### src/rtl/branch_pkg.sv
// Shared constants for the branch resolver: result bit positions, PC step, and the
// packed layout of a queued prediction {taken, pc, target}.
package branch_pkg;

  localparam int RES_W     = 3;
  localparam int RES_VALID = 2;
  localparam int RES_PRED  = 1;
  localparam int RES_ACT   = 0;

  localparam int PC_STEP = 4;

  localparam int ENT_TAKEN_W = 1;

  function automatic int ent_width(input int xlen);
    return ENT_TAKEN_W + 2 * xlen;
  endfunction

  function automatic int ent_tgt_off(input int xlen);
    return 0 * xlen;
  endfunction

  function automatic int ent_pc_off(input int xlen);
    return xlen;
  endfunction

  function automatic int ent_taken_off(input int xlen);
    return 2 * xlen;
  endfunction

endpackage

### src/rtl/branch_resolver_if.sv
// Fetch/execute-facing signal bundle of the branch resolver; master drives predictions and
// resolutions, slave (the resolver) returns result, flush/redirect, status and statistics.
interface branch_resolver_if #(parameter int XLEN = 32);
  import branch_pkg::*;

  logic             pred_valid;
  logic             pred_taken;
  logic [XLEN-1:0]  pred_pc;
  logic [XLEN-1:0]  pred_target;
  logic             resolve_valid;
  logic             resolve_taken;
  logic [XLEN-1:0]  resolve_target;
  logic [RES_W-1:0] result;
  logic             mispredict;
  logic [XLEN-1:0]  redirect_pc;
  logic             full;
  logic             underflow_err;
  logic [31:0]      stat_total;
  logic [31:0]      stat_miss;

  modport master (
    output pred_valid, pred_taken, pred_pc, pred_target,
    output resolve_valid, resolve_taken, resolve_target,
    input  result, mispredict, redirect_pc, full, underflow_err, stat_total, stat_miss
  );

  modport slave (
    input  pred_valid, pred_taken, pred_pc, pred_target,
    input  resolve_valid, resolve_taken, resolve_target,
    output result, mispredict, redirect_pc, full, underflow_err, stat_total, stat_miss
  );

endinterface

### src/rtl/branch_pred_fifo.sv
// In-order prediction queue: head is combinational from state, writes land on the next edge.
// Caller gates push against full (a push while full is only legal alongside a pop); clear wins.
module branch_pred_fifo #(
  parameter int DEPTH = 4,
  parameter int WIDTH = 65
) (
  input  logic             clk,
  input  logic             rst,
  input  logic             push,
  input  logic [WIDTH-1:0] push_dat,
  input  logic             pop,
  input  logic             clear,
  output logic             full,
  output logic             empty,
  output logic [WIDTH-1:0] head
);

  localparam int AW = $clog2(DEPTH);
  localparam logic [AW:0] PTR_ONE = {{AW{1'b0}}, 1'b1};

  logic [AW:0]      wr_ptr;
  logic [AW:0]      rd_ptr;
  logic [WIDTH-1:0] mem [DEPTH];

  always_ff @(posedge clk or posedge rst) begin
    if (rst) begin
      wr_ptr <= '0;
      rd_ptr <= '0;
    end else if (clear) begin
      wr_ptr <= '0;
      rd_ptr <= '0;
    end else begin
      if (push) wr_ptr <= wr_ptr + PTR_ONE;
      if (pop)  rd_ptr <= rd_ptr + PTR_ONE;
    end
  end

  // Storage carries no reset; validity is tracked purely by the pointers.
  always_ff @(posedge clk) begin
    if (push && !clear) mem[wr_ptr[AW-1:0]] <= push_dat;
  end

  assign empty = (wr_ptr == rd_ptr);
  assign full  = (wr_ptr[AW] != rd_ptr[AW]) && (wr_ptr[AW-1:0] == rd_ptr[AW-1:0]);
  assign head  = mem[rd_ptr[AW-1:0]];

endmodule

### src/rtl/branch_resolver.sv
// Compares queued fetch predictions with execute outcomes; result/flush/redirect registered, 1-cycle latency.
// Fetch stalls on full; a miss flushes the queue. Optional counters: BRANCH_RESOLVER_STATS_EN.
module branch_resolver
  import branch_pkg::*;
#(
  parameter int DEPTH = 4,
  parameter int XLEN  = 32
) (
  input logic              clk,
  input logic              rst,
  branch_resolver_if.slave bus
);

  localparam int EW        = ent_width(XLEN);
  localparam int TGT_OFF   = ent_tgt_off(XLEN);
  localparam int PC_OFF    = ent_pc_off(XLEN);
  localparam int TAKEN_OFF = ent_taken_off(XLEN);

  logic            q_full;
  logic            q_empty;
  logic [EW-1:0]   q_head;
  logic [EW-1:0]   q_push_dat;
  logic            head_taken;
  logic [XLEN-1:0] head_pc;
  logic [XLEN-1:0] head_tgt;

  logic            pop;
  logic            push;
  logic            dir_ok;
  logic            tgt_ok;
  logic            miss;
  logic            kill;
  logic [XLEN-1:0] redirect_nxt;

  logic [RES_W-1:0] result_q;
  logic             mispredict_q;
  logic [XLEN-1:0]  redirect_q;
  logic             underflow_q;

  assign q_push_dat = {bus.pred_taken, bus.pred_pc, bus.pred_target};
  assign head_taken = q_head[TAKEN_OFF];
  assign head_pc    = q_head[PC_OFF +: XLEN];
  assign head_tgt   = q_head[TGT_OFF +: XLEN];

  assign pop    = bus.resolve_valid && !q_empty;
  assign dir_ok = (head_taken == bus.resolve_taken);
  assign tgt_ok = !bus.resolve_taken || (head_tgt == bus.resolve_target);
  assign miss   = pop && !(dir_ok && tgt_ok);

  // Wrong-path fetches: drop pushes on the miss edge and while the flush pulse is out.
  assign kill = miss || mispredict_q;
  assign push = bus.pred_valid && !kill && (!q_full || pop);

  assign redirect_nxt = bus.resolve_taken ? bus.resolve_target : head_pc + XLEN'(PC_STEP);

  branch_pred_fifo #(
    .DEPTH (DEPTH),
    .WIDTH (EW)
  ) u_fifo (
    .clk      (clk),
    .rst      (rst),
    .push     (push),
    .push_dat (q_push_dat),
    .pop      (pop),
    .clear    (miss),
    .full     (q_full),
    .empty    (q_empty),
    .head     (q_head)
  );

  always_ff @(posedge clk or posedge rst) begin
    if (rst) begin
      result_q     <= '0;
      mispredict_q <= 1'b0;
      redirect_q   <= '0;
      underflow_q  <= 1'b0;
    end else begin
      result_q     <= pop ? {1'b1, head_taken, bus.resolve_taken} : '0;
      mispredict_q <= miss;
      if (miss) redirect_q <= redirect_nxt;
      if (bus.resolve_valid && q_empty) underflow_q <= 1'b1;
    end
  end

  assign bus.result        = result_q;
  assign bus.mispredict    = mispredict_q;
  assign bus.redirect_pc   = redirect_q;
  assign bus.full          = q_full;
  assign bus.underflow_err = underflow_q;

`ifdef BRANCH_RESOLVER_STATS_EN
  logic [31:0] total_q;
  logic [31:0] miss_cnt_q;

  always_ff @(posedge clk or posedge rst) begin
    if (rst) begin
      total_q    <= '0;
      miss_cnt_q <= '0;
    end else begin
      if (pop && total_q != 32'hFFFF_FFFF)    total_q    <= total_q + 32'd1;
      if (miss && miss_cnt_q != 32'hFFFF_FFFF) miss_cnt_q <= miss_cnt_q + 32'd1;
    end
  end

  assign bus.stat_total = total_q;
  assign bus.stat_miss  = miss_cnt_q;
`else
  assign bus.stat_total = '0;
  assign bus.stat_miss  = '0;
`endif

endmodule

### src/flat_wrapper.sv
// flat-port wrapper written by rule: the top's interface ports become plain ports
module branch_resolver_flat import branch_pkg::*;
#(
  parameter int DEPTH = 4,
  parameter int XLEN  = 32
)
  (clk, rst, bus_pred_valid, bus_pred_taken, bus_pred_pc, bus_pred_target, bus_resolve_valid, bus_resolve_taken, bus_resolve_target, bus_result, bus_mispredict, bus_redirect_pc, bus_full, bus_underflow_err, bus_stat_total, bus_stat_miss);
  branch_resolver_if #(.XLEN(XLEN)) bus_i ();
  input logic clk;
  input logic rst;
  input wire logic [$bits(bus_i.pred_valid)-1:0] bus_pred_valid;
  input wire logic [$bits(bus_i.pred_taken)-1:0] bus_pred_taken;
  input wire logic [$bits(bus_i.pred_pc)-1:0] bus_pred_pc;
  input wire logic [$bits(bus_i.pred_target)-1:0] bus_pred_target;
  input wire logic [$bits(bus_i.resolve_valid)-1:0] bus_resolve_valid;
  input wire logic [$bits(bus_i.resolve_taken)-1:0] bus_resolve_taken;
  input wire logic [$bits(bus_i.resolve_target)-1:0] bus_resolve_target;
  output wire logic [$bits(bus_i.result)-1:0] bus_result;
  output wire logic [$bits(bus_i.mispredict)-1:0] bus_mispredict;
  output wire logic [$bits(bus_i.redirect_pc)-1:0] bus_redirect_pc;
  output wire logic [$bits(bus_i.full)-1:0] bus_full;
  output wire logic [$bits(bus_i.underflow_err)-1:0] bus_underflow_err;
  output wire logic [$bits(bus_i.stat_total)-1:0] bus_stat_total;
  output wire logic [$bits(bus_i.stat_miss)-1:0] bus_stat_miss;
  assign bus_i.pred_valid = bus_pred_valid;
  assign bus_i.pred_taken = bus_pred_taken;
  assign bus_i.pred_pc = bus_pred_pc;
  assign bus_i.pred_target = bus_pred_target;
  assign bus_i.resolve_valid = bus_resolve_valid;
  assign bus_i.resolve_taken = bus_resolve_taken;
  assign bus_i.resolve_target = bus_resolve_target;
  assign bus_result = bus_i.result;
  assign bus_mispredict = bus_i.mispredict;
  assign bus_redirect_pc = bus_i.redirect_pc;
  assign bus_full = bus_i.full;
  assign bus_underflow_err = bus_i.underflow_err;
  assign bus_stat_total = bus_i.stat_total;
  assign bus_stat_miss = bus_i.stat_miss;
  branch_resolver #(.DEPTH(DEPTH), .XLEN(XLEN)) u_core (.clk(clk), .rst(rst), .bus(bus_i));
endmodule
### config.mk
export PLATFORM = sky130hd
export DESIGN_NAME = branch_resolver_flat
export DESIGN_NICKNAME = d
export VERILOG_FILES = /design/src/rtl/branch_pkg.sv /design/src/rtl/branch_resolver_if.sv /design/src/rtl/branch_pred_fifo.sv /design/src/rtl/branch_resolver.sv /design/src/flat_wrapper.sv
export SDC_FILE = /design/constraint.sdc
export NUM_CORES = 1
export LEC_CHECK = 0
export CORE_ASPECT_RATIO = 1.2
export CORE_MARGIN = 2
export CORE_UTILIZATION = 33
export DETAILED_ROUTE_END_ITERATION = 6
export HOLD_SLACK_MARGIN = 0.05
export PLACE_DENSITY = 0.62
export SYNTH_ARGS = -nofsm -noshare
export SYNTH_HDL_FRONTEND = slang
export SYNTH_HIERARCHICAL = 1
export SYNTH_SLANG_ARGS = --single-unit
### constraint.sdc
create_clock -name clk -period 10.4 [get_ports clk]
set_input_delay 1.04 -clock clk [delete_from_list [all_inputs] [get_ports clk]]
set_output_delay 1.04 -clock clk [all_outputs]
set_load 0.02 [all_outputs]
==> results of run 1 <==
-- synthesized netlist by cell type (all sizes together), types with 2 or more instances --
cell / instances
dfrtp: 43
nor2: 9
inv: 8
mux4: 65
mux2: 35
xnor2: 37
a21bo: 2
a21oi: 2
nor4b: 3
nor2b: 3
nand3: 11
ha: 6
nand3b: 2
nor4: 7
nand4: 11
nor3: 7
buf: 87
and2: 6
clkbuf: 6
and4: 5
and3: 2
o21ai: 29
edfxtp: 260
mux2i: 2
nand2: 38
xor2: 28
-- layer usage --
metal	track usage (%)	routed length [um]	vias up
li1	-	-	2940
met1	18.6	12300	3348
met2	24.7	15000	230
met3	2.25	1640	34
met4	4.11	706	2
met5	0	11	-
-- per-stage QoR --
| step | hold WS, ns | cells | power, mW | instance area, um2 |
|---|---|---|---|---|
| finish | 0.468 | 1419 | 4.13 | 15800 |
| global placement | 0.447 | 1362 | 3.02 | 14700 |
| CTS | 0.473 | 1418 | 4.18 | 15800 |
| detailed placement | 0.461 | 1362 | 3.04 | 14700 |
| floorplan | 0.541 | 781 | 2.68 | 13300 |
| global route | 0.504 | 1418 | 4.32 | 15800 |
-- flip-flops by register name, summed over array words and instances, names as in the netlist --
name / count
u_core/bus.mispredict: 1
u_core/u_fifo/wr_ptr: 3
u_core/bus.redirect_pc: 32
u_core/u_fifo/rd_ptr: 3
u_core/bus.underflow_err: 1
u_core/bus.result: 3
u_core/u_fifo/mem: 260
-- cell type report --
| class | count | area share (%) |
|---|---|---|
| timing repair buffer | 148 | 9.21 |
| antenna | 1 | 0.0159 |
| multi-input combinational | 377 | 23.4 |
| clock inverter | 19 | 1.52 |
| clock buffer | 37 | 5.18 |
| sequential | 303 | 56.3 |
| tap | 526 | 4.17 |
| inverter | 8 | 0.190 |
-- where the power goes --
part / total [mW] / internal, mW / switching (mW) / leakage, nW
clock: 1.14 / 0.686 / 0.450 / 0.513
combinational: 1.31 / 0.647 / 0.662 / 1.90
sequential: 1.69 / 1.56 / 0.126 / 2.88
total: 4.13 / 2.89 / 1.24 / 5.30
-- worst paths after layout --
kind | endpoint | slack [ns] | cells past startpoint
worst max-delay path | u_core/u_fifo/mem[2][38]$_DFFE_PP_ | 4.44 | 11
worst min-delay path | u_core/bus.underflow_err$_DFFE_PP0P_ | 0.47 | 1
worst max register to register | u_core/u_fifo/mem[2][38]$_DFFE_PP_ | 4.44 | 11
worst min register to register | u_core/bus.underflow_err$_DFFE_PP0P_ | 0.47 | 1
max in group asynchronous | u_core/bus.redirect_pc[6]$_DFFE_PP0P_ | 8.91 | 3
min in group asynchronous | u_core/u_fifo/rd_ptr[0]$_DFFE_PP0P_ | 0.86 | 2
-- cell families (layout without fill, tap and decap cells) --
kind of cell               after synthesis  after routing  synth area share, %
AOI/OAI and AO/OA                       35             35                 1.48
xor gates and xnor gates                65             65                 4.34
adders and majority gates                6              6                0.573
buffers and inverters                  101            212                 5.86
DFF                                    303            303                 67.8
muxes                                  102            102                 15.1
other                                    1             65               0.0286
and+or+nand+nor                        105            105                 4.78
==> implementation parameters, run 1 <==
Parameter                              Value

Detailed routing
  Detailed Route WL ... 29.7 mm
  First-pass DRT Iterations ... 5
  Antenna Violating Nets Remaining ... 0
  Drt initial violations ... approximately 420
  Detail-routed net length per standard cell ... about 21 um
  Via count of the routed design ... 6554
  Drt via density ... roughly 4.6
  DRC violation count after routing ... 0

Yosys
  Post-synth EDFFs ... 260
  Total standard cell area after synthesis ... 13100 um2
  Area share of the leading cell type in the synthesized netlist ... between 50% and 60%
  Cell types occupying the most area after synthesis ... sky130_fd_sc_hd__edfxtp_1 (60%), sky130_fd_sc_hd__mux4_2 (11%), sky130_fd_sc_hd__dfrtp_1 (8.2%)
  Total of flip-flops plus latches after synthesis ... 303
  Synth Warn # ... 6
  Sequential fraction of the synthesis area ... about two thirds
  Post-synthesis instance total ... 718
  Mapped Avg Cell Area ... 18.3 um2
  Most common flop cell mapped by yosys ... sky130_fd_sc_hd__edfxtp_1
  Count of different cell masters after synthesis ... 40
  Async S/R FF share, synth ... 14.2%
  Largest area contributor in the netlist ... sky130_fd_sc_hd__edfxtp_1

Placement
  Total of buffers placed on input and output ports ... about 140
  Post-placement setup slack ... ~4.3 ns
  Final Wtd Congestion ... 0.768
  Final HPWL DP ... 20.6 mm

Timing
  Maximum operating frequency ... around 170 MHz
  Number of endpoints with negative hold slack in the final report ... 0
  Least-Margin Pin Slew ... roughly 0.86 ns
  Relative slew slack ... a little over two fifths
  Clock skew ... 0.0123 ns
  Setup tns final ... 0 ns
  Final setup fails ... 0
  Final setup margin ... between 4 and 5 ns
  Part of the cycle the worst path needs ... 57.3%
  Final count of pins violating max slew ... 0
  Unrepaired setup endpoints after global routing ... false
  Min Tclk post-route ... 5.96 ns

CTS
  Post-CTS Setup Bufs ... 0
  Post-CTS Resized ... 0
  Number of buffers on the longest clock path ... 3
  Reg clk slew, reported paths ... 0.06 ns
  Number of CTS-inserted buffers ... 30
  Number of hold-repair buffers added at the cts stage ... 0
  CTS tree ... built
  # clock sinks ... 303
  Master cell of the clock root buffer ... sky130_fd_sc_hd__clkbuf_16
  Skew-Pair Late Insertion Delay ... 0.55 ns
  Number of H-tree levels ... 1

Layout
  Net count reported at finish ... a little under 1000
  Most frequent cells in the layout ... sky130_fd_sc_hd__edfxtp_1 (260), sky130_fd_sc_hd__clkdlybuf4s50_1 (138), sky130_fd_sc_hd__mux4_2 (65), sky130_fd_sc_hd__conb_1 (64), sky130_fd_sc_hd__dfrtp_1 (41)
  Layout cells sized above 1 ... approximately a fifth
  Multi-input logic area ... approximately 3700 um2
  Post-layout util ... 40.5%
  Layout overhead on the synthesized area ... 20.5%
  Commonest non-fill, non-tap cell in the layout ... sky130_fd_sc_hd__edfxtp_1
  Number of filler instances in the final layout ... 3510
  Area of all sequential standard cells ... roughly 9000 um2

Floorplan
  Die H ... 222 um
  Die width ... 186 um
  Initial core utilization ... 33.6%
  I/O Pins ... 204
  Floorplan core area ... roughly 39000 um2
  Total die area ... about 41000 um2
  Total number of placement rows ... 79

Power and ir drop
  Power Density ... 262 nW/um2
  Static leakage power ... around 5.3 nW
  Maximum vdd ir drop ... around 0.00016 V

Setup path
  Cell type group with the largest total delay on the critical path ... simple AND/OR/NAND/NOR gates
  Slowest stage cell on the critical path ... sky130_fd_sc_hd__dfrtp_4
  Data arrival time of the critical path ... 6.14 ns
  Most used cell, CP ... sky130_fd_sc_hd__buf_4
  Kind of end point of the critical path ... flip-flop
  Critical-path cell list ... buf_4, mux4_2, xnor2_1, nand4_1, nor4_1, nand3_1, o221a_2, nor4b_2, nor2b_1, and2_2, buf_4
  Critical path fanouts, max ... 36
  Critical path type ... reg2reg
  Data required, critical path ... 10.58 ns
  Startpoint kind of the worst setup timing path ... flip-flop
  Start point of the critical path ... u_core/u_fifo/rd_ptr[0]$_DFFE_PP0P_
  Launch point of the worst reg-to-reg path ... u_core/u_fifo/rd_ptr[0]$_DFFE_PP0P_
  Crit path buffers/inverters ... 2
  Maximum single-stage delay on the critical path ... 0.86 ns

Outcome
  Run status ... finished, final reports clean

Global route
  Via count of the first global-routing pass ... 6759
  Total GRT Usage ... 14.3%
  Overflow left after global routing ... 0
  Number of antenna violations at the first check in global routing ... 1
  Largest net degree at the start of global routing ... 65
  First-pass GRT wire length ... about 43 mm

Job
  Count of max-cap constraint violations ... 0

Min path
  Worst min-delay path category ... reg2reg
  Source of the worst hold timing path ... u_core/bus.underflow_err$_DFFE_PP0P_
No activity file was read; power rests on OpenSTA's default activity.
==> inputs of run 2 (changes only) <==
Settings changed: PLACE_DENSITY 0.62 to 0.64.
Clock period 10.4 ns to 5.3 ns, I/O delays scaled along.
==> implementation parameters, run 2 (synthesized netlist as in run 1, its figures left out) <==
Parameter                              Value

Global route
  First-pass GRT wire length ... 44.3 mm (+2.0%)
  Number of antenna violations at the first check in global routing ... 1 (unchanged)
  Total GRT Usage ... 14.5% (+0.21 points)
  Overflow left after global routing ... 0 (unchanged)
  Via count of the first global-routing pass ... 6964 (+3.0%)
  Largest net degree at the start of global routing ... 64 (-1.5%)

Detailed routing
  Drt via density ... 4.60 (-0.38%)
  First-pass DRT Iterations ... 5 (unchanged)
  Via count of the routed design ... 6561 (+0.11%)
  Detailed Route WL ... 29.6 mm (-0.22%)
  DRC violation count after routing ... 0 (unchanged)
  Detail-routed net length per standard cell ... 20.8 um (-0.71%)
  Drt initial violations ... 352 (-16%)
  Antenna Violating Nets Remaining ... 0 (unchanged)

Power and ir drop
  Power dissipated by switching net loads ... 2.42 mW (+95%)
  Maximum vdd ir drop ... 0.000245 V (+54%)
  Comb pwr share ... 33.8% (+2.1 points)
  Static leakage power ... 5.28 nW (-0.36%)
  Share of total power in sequential cells ... 41.8% (+1.0 points)
  Power Density ... 499 nW/um2 (+91%)
  Switching power share of the total ... 30.8% (+0.84 points)
  Internal portion of total power ... 5.44 mW (+88%)
  Clock Power Share ... 24.4% (-3.1 points)

Layout
  Non-Filler Instances ... 1426 (+0.49%)
  Layout overhead on the synthesized area ... 20.1%
  Layout cells sized above 1 ... 20.5% (+0.40 points)
  Net count reported at finish ... 986 (+1.0%)
  Commonest non-fill, non-tap cell in the layout ... sky130_fd_sc_hd__edfxtp_1
  Most frequent cells in the layout ... sky130_fd_sc_hd__edfxtp_1 (260), sky130_fd_sc_hd__clkdlybuf4s50_1 (138), sky130_fd_sc_hd__mux4_2 (65), sky130_fd_sc_hd__conb_1 (64), sky130_fd_sc_hd__dfrtp_1 (41)
  Largest register FFs ... 260 (unchanged)
  Number of filler instances in the final layout ... 3505 (-0.14%)

Timing
  Min Tclk post-route ... 4.38 ns (-1.58 ns)
  Least-Margin Pin Slew ... 0.947 ns (+0.0875 ns)
  Maximum operating frequency ... 228 MHz (+36%)
  Number of endpoints with negative hold slack in the final report ... 0 (unchanged)
  Setup tns final ... 0 ns (unchanged)
  Clock skew ... 0.0130 ns (+0.000749 ns)
  Part of the cycle the worst path needs ... 82.7% (+25 points)
  Unrepaired setup endpoints after global routing ... false
  Final setup fails ... 0 (unchanged)
  Hold Slack ... 0.260 ns (-0.207 ns)
  Final count of pins violating max slew ... 0 (unchanged)
  Relative slew slack ... 36.9% (-5.8 points)

Setup path
  Data required, critical path ... 5.48 ns (-5.10 ns)
  Startpoint kind of the worst setup timing path ... flip-flop
  Slowest stage cell on the critical path ... sky130_fd_sc_hd__dfrtp_4
  Data arrival time of the critical path ... 4.56 ns (-1.58 ns)
  Critical path fanouts, max ... 40 (+11%)
  Critical path type ... reg2reg
  Maximum single-stage delay on the critical path ... 0.74 ns (-0.12 ns)
  Most used cell, CP ... sky130_fd_sc_hd__buf_4
  Critical-path cell list ... buf_4, mux4_2, xor2_1, nor4_1, nand3_1, o221a_2, buf_4, nor2b_1, and2_2, buf_4
  Kind of end point of the critical path ... flip-flop

CTS
  Number of H-tree levels ... 1 (unchanged)
  Reg clk slew, reported paths ... 0.06 ns (about the same)
  CTS tree ... built
  Skew-Pair Late Insertion Delay ... 0.54 ns (about the same)
  Number of hold-repair buffers added at the cts stage ... 0 (unchanged)
  # clock sinks ... 303 (unchanged)
  Post-CTS Resized ... 0 (unchanged)
  Number of buffers on the longest clock path ... 3 (unchanged)
  Master cell of the clock root buffer ... sky130_fd_sc_hd__clkbuf_16
  Post-CTS Setup Bufs ... 0 (unchanged)
  Number of CTS-inserted buffers ... 29 (-3.3%)

Floorplan
  Total number of placement rows ... 79 (unchanged)
  Total die area ... 41300 um2 (unchanged)
  Die H ... 222 um (unchanged)
  Floorplan core area ... 38900 um2 (unchanged)
  I/O Pins ... 204 (unchanged)
  Initial core utilization ... 33.6% (unchanged)
  Die width ... 186 um (unchanged)

Min path
  Worst min-delay path category ... in2async

Placement
  Placed cell count ... 1373 (+0.81%)
  Final HPWL DP ... 20.7 mm (+0.29%)
  Total of buffers placed on input and output ports ... 139 (unchanged)
  Final Wtd Congestion ... 0.739 (-3.8%)

Job
  Count of max-cap constraint violations ... 0 (unchanged)

Outcome
  Run status ... finished, final reports clean
[run 2: changes by cell type in the layout (fill, tap and decap cells not counted), sizes merged]
cell	previous run	this run
buf	10	21
clkbuf	37	32
clkinv	9	15
inv	10	9
bufinv	5	1
[run 2: per-layer routing]
metal | part of all wire, % | track usage, %
met4 | 2.6 | 4.72
met3 | 5.9 | 2.57
met1 | 39 | 18.1
met5 | 0 | 0
met2 | 52 | 25.5
[run 2: per-stage QoR]
| stage | area (um2) | setup slack [ns] | total power [mW] | utilization, % |
|---|---|---|---|---|
| final | 15700 | 0.919 | 7.86 | 40.4 |
| after global routing | 15700 | 0.602 | 8.24 | 40.4 |
| after CTS | 15700 | 0.792 | 7.97 | 40.4 |
| after detailed placement | 14900 | 0.818 | 6.04 | 38.1 |
| after global placement | 14900 | 0.850 | 6.00 | 38.1 |
| after floorplan | 13300 | 0.341 | 5.25 | - |
[run 2: critical path, delay by kind of cell, from the launching register on]
kind / cells / cell delay [ns]
buffers and inverters: 3 / 1.23
XOR/XNOR: 1 / 0.16
flip-flops: 1 / 0.74
AND/OR/NAND/NOR: 4 / 1.02
AO/OA/AOI/OAI: 1 / 0.27
multiplexers: 1 / 0.56
[run 2: path summary, 6_finish.rpt]
kind | start | end | slack (ns) | cells past startpoint
max in group asynchronous | rst | u_core/bus.redirect_pc[9]$_DFFE_PP0P_ | 4.13 | 2
min in group clk | u_core/bus.underflow_err$_DFFE_PP0P_ | u_core/bus.underflow_err$_DFFE_PP0P_ | 0.47 | 1
worst max register to register | u_core/u_fifo/rd_ptr[0]$_DFFE_PP0P_ | u_core/u_fifo/mem[0][63]$_DFFE_PP_ | 0.92 | 10
worst min register to register | u_core/bus.underflow_err$_DFFE_PP0P_ | u_core/bus.underflow_err$_DFFE_PP0P_ | 0.47 | 1
worst max-delay path | u_core/u_fifo/rd_ptr[0]$_DFFE_PP0P_ | u_core/u_fifo/mem[0][63]$_DFFE_PP_ | 0.92 | 10
worst min-delay path | rst | u_core/u_fifo/wr_ptr[2]$_DFFE_PP0P_ | 0.26 | 2
[run 2: power by group through the flow]
stage	Clock (mW)	Combinational, mW	Sequential, mW
floorplan	0	1.85	3.40
global placement	0	2.68	3.33
detailed placement	0	2.69	3.34
CTS	1.97	2.71	3.30
global route	2.05	2.85	3.34
finish	1.92	2.66	3.28
[run 2: cell type report]
cell class / count / area [um2] / area share (%)
clock inverters: 20 / 135 / 0.859
clock buffers: 32 / 737 / 4.68
repair buffers: 159 / 1590 / 10.1
well taps: 526 / 658 / 4.18
diodes: 1 / 2.50 / 0.0159
multi-input cells: 377 / 3690 / 23.5
inverters: 8 / 30.0 / 0.191
flip-flops and latches: 303 / 8890 / 56.5
